### config.mk
export PLATFORM = sky130hd
export DESIGN_NAME = par2ser
export DESIGN_NICKNAME = d
export VERILOG_FILES = /design/src/rtl/par2ser.sv
export SDC_FILE = /design/constraint.sdc
export NUM_CORES = 1
export LEC_CHECK = 0
export BUFFER_PORTS_ARGS = -buffer_cell sky130_fd_sc_hd__buf_2
export CORE_UTILIZATION = 40
export DETAILED_ROUTE_END_ITERATION = 10
export PLACE_DENSITY = 0.65
export SLEW_MARGIN = 20
export SYNTH_ARGS = -nofsm -noshare
export SYNTH_HDL_FRONTEND = slang
export SYNTH_SLANG_ARGS = --single-unit
### constraint.sdc
create_clock -name clk -period 3.4 [get_ports clk]
set_clock_uncertainty 0.15 [all_clocks]
set_input_delay 0.17 -clock clk [delete_from_list [all_inputs] [get_ports clk]]
set_output_delay 0.17 -clock clk [all_outputs]
set_load 0.005 [all_outputs]
### src/rtl/par2ser.sv
// par2ser: parallel-to-serial transmitter.
// Takes WIDTH-bit words over a valid/ready handshake and sends them MSB-first,
// one bit per tx_en cycle. A one-word holding buffer lets words stream
// back-to-back with no idle cycle between them.
module par2ser #(
  parameter int WIDTH = 32
) (
  input  logic             clk,
  input  logic             rst,
  input  logic [WIDTH-1:0] in_data,
  input  logic             in_val,
  output logic             in_rdy,
  input  logic             tx_en,
  output logic             tx_data,
  output logic             tx_val,
  output logic             tx_last,
  output logic             busy
);

  localparam int CntW = $clog2(WIDTH);
  localparam logic [CntW-1:0] LastIdx = CntW'(WIDTH - 1);

  typedef enum logic {
    IDLE  = 1'b0,
    SHIFT = 1'b1
  } state_t;

  state_t           state_q, state_d;
  logic [WIDTH-1:0] shiftReg_q, shiftReg_d;
  logic [CntW-1:0]  bitCnt_q, bitCnt_d;
  logic [WIDTH-1:0] holdBuf_q, holdBuf_d;
  logic             bufFull_q, bufFull_d;
  logic             rdyEn_q;

  logic accept;
  logic lastBit;
  logic wordDone;

  // A word is taken only on a real handshake; wordDone marks the edge that
  // shifts out bit 0 of the current word.
  assign accept   = in_val && in_rdy;
  assign lastBit  = (bitCnt_q == LastIdx);
  assign wordDone = (state_q == SHIFT) && tx_en && lastBit;

  // State register.
  always_ff @(posedge clk or negedge rst) begin
    if (!rst) begin
      state_q <= IDLE;
    end else begin
      state_q <= state_d;
    end
  end

  // Next state: leave SHIFT only when a word ends with nothing queued behind it.
  always_comb begin
    state_d = state_q;
    case (state_q)
      IDLE: begin
        if (accept) begin
          state_d = SHIFT;
        end
      end
      SHIFT: begin
        if (wordDone && !bufFull_q && !accept) begin
          state_d = IDLE;
        end
      end
      default: state_d = IDLE;
    endcase
  end

  // Datapath next values: load, shift, reload from buffer or park a new word.
  always_comb begin
    shiftReg_d = shiftReg_q;
    bitCnt_d   = bitCnt_q;
    holdBuf_d  = holdBuf_q;
    bufFull_d  = bufFull_q;
    if (state_q == IDLE) begin
      if (accept) begin
        shiftReg_d = in_data;
        bitCnt_d   = '0;
      end
    end else begin
      if (wordDone) begin
        if (bufFull_q) begin
          shiftReg_d = holdBuf_q;
          bitCnt_d   = '0;
          bufFull_d  = 1'b0;
        end else if (accept) begin
          shiftReg_d = in_data;
          bitCnt_d   = '0;
        end else begin
          shiftReg_d = '0;
          bitCnt_d   = '0;
        end
      end else begin
        if (tx_en) begin
          shiftReg_d = {shiftReg_q[WIDTH-2:0], 1'b0};
          bitCnt_d   = bitCnt_q + 1'b1;
        end
        if (accept) begin
          holdBuf_d = in_data;
          bufFull_d = 1'b1;
        end
      end
    end
  end

  // Datapath registers; a reset drops both the partial and the buffered word.
  always_ff @(posedge clk or negedge rst) begin
    if (!rst) begin
      shiftReg_q <= '0;
      bitCnt_q   <= '0;
      holdBuf_q  <= '0;
      bufFull_q  <= 1'b0;
    end else begin
      shiftReg_q <= shiftReg_d;
      bitCnt_q   <= bitCnt_d;
      holdBuf_q  <= holdBuf_d;
      bufFull_q  <= bufFull_d;
    end
  end

  // Keeps in_rdy low during reset and for the first cycle after release.
  always_ff @(posedge clk or negedge rst) begin
    if (!rst) begin
      rdyEn_q <= 1'b0;
    end else begin
      rdyEn_q <= 1'b1;
    end
  end

  // Outputs come from registers only.
  always_comb begin
    in_rdy  = rdyEn_q && !bufFull_q;
    tx_val  = (state_q == SHIFT);
    tx_data = shiftReg_q[WIDTH-1];
    tx_last = (state_q == SHIFT) && lastBit;
    busy    = (state_q == SHIFT) || bufFull_q;
  end

endmodule

**Yosys cells after proc, flatten, opt, wreduce, memory -nomap -nowiden**

Index checks and enable logic that the tools add are counted.

- Input port bits: 36
- Memory bits (writable): 0
- Output and inout bits: 5
- Latch bits: 0
- Memories kept: 0
- Word-level logic and storage cells: 41
- Register bits after elaboration: 72
- Memory bits (read-only): 0

- Multiply operators: 0
- Equal/unequal tests: 2
- Muxes and demuxes: 15
- Bitwise gates (word level): 2
- Reduce and logical (&&, ||, !) cells: 15
- Add/sub/neg operators: 1
- Divide/modulo/power cells: 0
- Shift operators: 0
- Order comparisons: 0

Operators with widths:

| operator | count |
|---|---|
| $mux W32 | 6 |
| $mux W5 | 4 |
| $logic_and A1 B1 Y1 | 7 |
| $add A5 B1 Y5 const B | 1 |
| $eq A5 B5 Y1 const B | 1 |
| $mux W1 | 4 |
| $reduce_and A2 Y1 | 2 |
| $reduce_bool A2 Y1 | 2 |
| $ne A3 B2 Y1 const B | 1 |
| $reduce_and A3 Y1 | 1 |
| $logic_not A1 Y1 | 2 |
| $not A1 Y1 | 2 |
| $pmux W1 S2 | 1 |
| $logic_or A1 B1 Y1 | 1 |

**Longest topological paths before layout**

- Depth after elaboration: 7
- Mapped depth: 8
- Depth with buffers taken out: 6

**Least setup slack after synthesis**

No wires, ideal clock.

- Path type: reg2reg
- Start: register bitCnt_q[0]
- End: register holdBuf_q[10]
- Data arrival time: 1.761 ns
- Path buffers: 2
- Data required time: 3.125 ns
- Setup slack: 1.364 ns
- Clock period less this slack: 2.036 ns
- Cell stages (with the launch flop): 9
- Setup time: 0.125 ns
- Path through: dfrtp_1 > ha_1 > and3_1 > ha_1 > nand2_1 > nand4bb_1 > buf_2 > buf_6 > mux2_4

- Cells in the longest elaborated chain, start to end: 4

RTL lines:

| item | line | RTL |
|---|---|---|
| start, declared | 30 | `logic [CntW-1:0] bitCnt_q, bitCnt_d;` |
| start signal, assigned | 118 | `bitCnt_q <= bitCnt_d;` |
| $eq A5 B5 Y1 | 42 | `assign lastBit = (bitCnt_q == LastIdx);` |
| $logic_and A1 B1 Y1 | 43 | `assign wordDone = (state_q == SHIFT) && tx_en && lastBit;` |
| $not A1 Y1 (no source line) | -- |  |
| $reduce_and A3 Y1 (no source line) | -- |  |
| end signal, assigned | 119 | `holdBuf_q <= holdBuf_d;` |
| end, declared | 31 | `logic [WIDTH-1:0] holdBuf_q, holdBuf_d;` |

No other way between the ends.
A chain may end at the register's enable or synchronous reset.

**Final worst setup path**

- Start: register bitCnt_q[0]
- End: register shiftReg_q[9]

- Cells in the longest elaborated chain, start to end: 4
- Elaborated cells between the ends (all ways): 6
- Those cells by class: 2 x eq/ne; 2 x mux; 2 x reduce/logical

RTL lines:

| item | line | RTL |
|---|---|---|
| $eq A5 B5 Y1 * | 42 |  |
| $logic_and A1 B1 Y1 * | 43 |  |
| $ne A3 B2 Y1 (no source line) / $mux W32 (equally long branches) | -- |  |
| $reduce_and A2 Y1 (no source line) / $mux W32 (equally long branches) | -- |  |
| end signal, assigned | 117 | `shiftReg_q <= shiftReg_d;` |
| end, declared | 29 | `logic [WIDTH-1:0] shiftReg_q, shiftReg_d;` |

Every way passes the cells marked *; elsewhere a longest branch is shown, timed or not.

==> results.json <==
{
  "syn_area_per_cell_um2": 10.51,
  "remaining_drc_errors": 0,
  "fp.dieArea_mm2": 0.01020,
  "min_period_ns": 2.695,
  "rsz0062_at_grt": "false",
  "r2r_end": "shiftReg_q[9]",
  "synth_most_common_cell": "dfrtp_1",
  "antenna_found_initial": 0,
  "timing_hold_violations_final": 0,
  "pwr-share-comb": 0.264,
  "finalPower_uw": 3103,
  "drive_above_1_share": 0.2477,
  "maxSlewViolCount": 0,
  "numPortBuffers": 40,
  "synth_edf_count": 0,
  "cts_max_level": 3,
  "synth_area_leaders": "dfrtp_1 46%, mux2_4 11%, and4_1 6.9%",
  "power.density_mw_per_mm2": 647.8,
  "max_slew.worst_pin.slew_ns": 0.9218,
  "ant_nets": 0,
  "fp.coreArea_mm2": 0.009371,
  "yosys-top-cells-count": "72 x dfrtp_1, 53 x o21ai_0",
  "reg2reg_depth": 8,
  "placement_rows": 35,
  "cts_tree": "yes",
  "status": "finished clean",
  "fmax_mhz": 371.1,
  "via_count": 3266,
  "clkSinkCount": 72,
  "grt_use_total": 0.2052,
  "place_hpwl_um": 5601,
  "ctsRootBufferMaster": "clkbuf_8",
  "syn_nets": 411,
  "cts_buffers": 9,
  "slew_headroom": 0.3854,
  "drv_cap": 0,
  "min_period_over_period": 0.7926,
  "clockBufferDepth": 2,
  "syn_to_final_growth_pct": 22.18,
  "ys_warn_count": 0,
  "path_class": "flop to flop",
  "worstPathArrival_ns": 2.81,
  "syn-cell-area_mm2": 0.003920,
  "grt_pass1_vias": 3246,
  "ys_async_sr_fraction": 1.000,
  "routedWlPerCell_um": 17.46,
  "path_clk_slew_ns": 0.08,
  "worstSetupStartpointType": "flop",
  "crit_path_max_fanout": 37,
  "setup_violations": 0,
  "final.setup.tns_ns": 0,
  "ir_drop_mv": 0.3232,
  "clock_power_share": 0.294,
  "syn_inst": 373,
  "reg2reg_setup_slack_ns": 0.71,
  "ys.flop_type": "dfrtp_1",
  "synth-seq-cells": 72,
  "netlist.area_leader.share": 0.4596,
  "swShare": 0.2724,
  "grt_max_degree": 73,
  "yosysTopAreaCell": "dfrtp_1",
  "grt.overflow.total": 0,
  "p_seq_frac": 0.442,
  "synth.yosys.seq_area_share": 0.4596,
  "nNetsFinal": 466,
  "synthDistinctLibCells": 37,
  "worst_ep_required_time_ns": 3.52,
  "dr.first_iter.drc_count": 302,
  "initial_core_util": 0.4183,
  "p_int_uw": 2257,
  "io_pins": 41,
  "die_width_um": 101.0,
  "diodes": 0,
  "cts_setup_buffers": 0,
  "worstHoldPathType": "primary input to flop",
  "postRouteWirelength_um": 9797,
  "hold_start": "in_val",
  "die_y_um": 101.0,
  "switching_power_uw": 845.3,
  "grt_pass1_wl_um": 16230,
  "via_per_inst": 5.822,
  "p_leak_uw": 0.002060,
  "worst_hold_path.num_cells": 3,
  "worstReg2RegStart": "bitCnt_q[0]",
  "dr.pass1.iters": 4,
  "routabilityCongestion": 0.7617,
  "whs_endpoint": "tx_val",
  "clock_latency_ns": 0.35,
  "end_kind": "flop"
}
[cells by family (layout without fill, tap and decap cells)]
group	Yosys count	count (layout)	synth area share
muxes	33	33	0.1226
DFF	72	72	0.4596
buffers and inverters	46	105	0.05681
other	1	1	0.0009566
adders and majority gates	2	2	0.006383
and+or+nand+nor	83	83	0.1436
AOI/OAI and AO/OA	136	136	0.2100
[area by class of cell]
type                    count  area [um2]
fillers                   880        4582
multi-input cells         255        1901
flip-flops and latches     72        1802
repair buffers             87       648.1
well taps                 129       161.4
clock buffers              10       137.6
clock inverters             5       128.9
inverters                   3       11.26
[metrics by stage]
stage | cells | util | hold slack [ns] | area [um2] | worst slack, ns
2_1_floorplan | 373 | - | -0.2756 | 3920 | 1.364
3_3_place_gp | 513 | 0.4474 | 0.2728 | 4193 | 0.8652
3_5_place_dp | 513 | 0.4474 | 0.2745 | 4193 | 0.7953
4_1_cts | 561 | 0.5111 | 0.05262 | 4790 | 0.7425
5_1_grt | 561 | 0.5111 | 0.07043 | 4790 | 0.4663
6_report | 561 | 0.5111 | 0.07297 | 4790 | 0.7052
[critical path, cell delays in order, from the launching register on]
cell,delay [ns]
dfrtp_1,0.39
ha_1,0.21
and3_1,0.17
ha_1,0.19
buf_4,0.32
and4b_1,0.58
buf_4,0.32
o21ai_0,0.12
a31oi_1,0.18
[sequential cells by signal, summed over array words and instances, names as in the netlist]
register and cells:
bitCnt_q 5, rdyEn_q 1, shiftReg_q 32, holdBuf_q 32, tx_val 1, bufFull_q 1
[worst max-delay path by stage]
stage | depth (start not counted) | to | start | slack [ns]
CTS | 8 | shiftReg_q[5] | bitCnt_q[0] | 0.74
finish | 8 | shiftReg_q[9] | bitCnt_q[0] | 0.71
detailed placement | 8 | shiftReg_q[12] | bitCnt_q[0] | 0.80
global route | 8 | shiftReg_q[12] | bitCnt_q[0] | 0.47
floorplan | 8 | holdBuf_q[10] | bitCnt_q[0] | 1.36
global placement | 8 | shiftReg_q[31] | bitCnt_q[0] | 0.87
[cell usage in the layout (no fill, tap or decap), types with 2 or more instances in the layout]
master,synthesis,layout
bufinv_16,0,4
buf_2,15,40
a22o_1,3,3
mux2_2,4,4
mux2_4,29,29
o21ai_0,53,53
dfrtp_1,72,72
ha_1,2,2
a21boi_0,31,31
o21ai_1,12,12
a21oi_1,2,2
and2_1,2,2
nand3_1,2,2
clkbuf_8,0,10
nand2_1,6,6
and4_1,31,31
nor3_1,31,31
buf_4,2,13
inv_1,3,3
a31oi_1,31,31
dlygate4sd3_1,0,33
[power by group through the flow]
stage | clock network, uW | registers, uW | logic [uW]
after floorplan | 0 | 1310 | 648
after global placement | 0 | 1370 | 763
after detailed placement | 0 | 1370 | 784
after CTS | 927 | 1370 | 819
after global routing | 957 | 1410 | 905
final | 912 | 1370 | 819
[layer usage]
metal	track usage	wire length [um]	vias to the layer above
met5	0	0	-
met4	0.07804	169	0
met3	0.05270	463	18
met2	0.3240	4629	105
met1	0.2714	4535	1625
li1	-	-	1518
[what timing repair did]
item / CTS / global route
resized for setup: 0 / 0
endpoints found under the setup margin: 0 / 0
hold buffers: 33 / 0
endpoints found under the hold margin: 134 / 0
(Power assumes the default switching activity.)
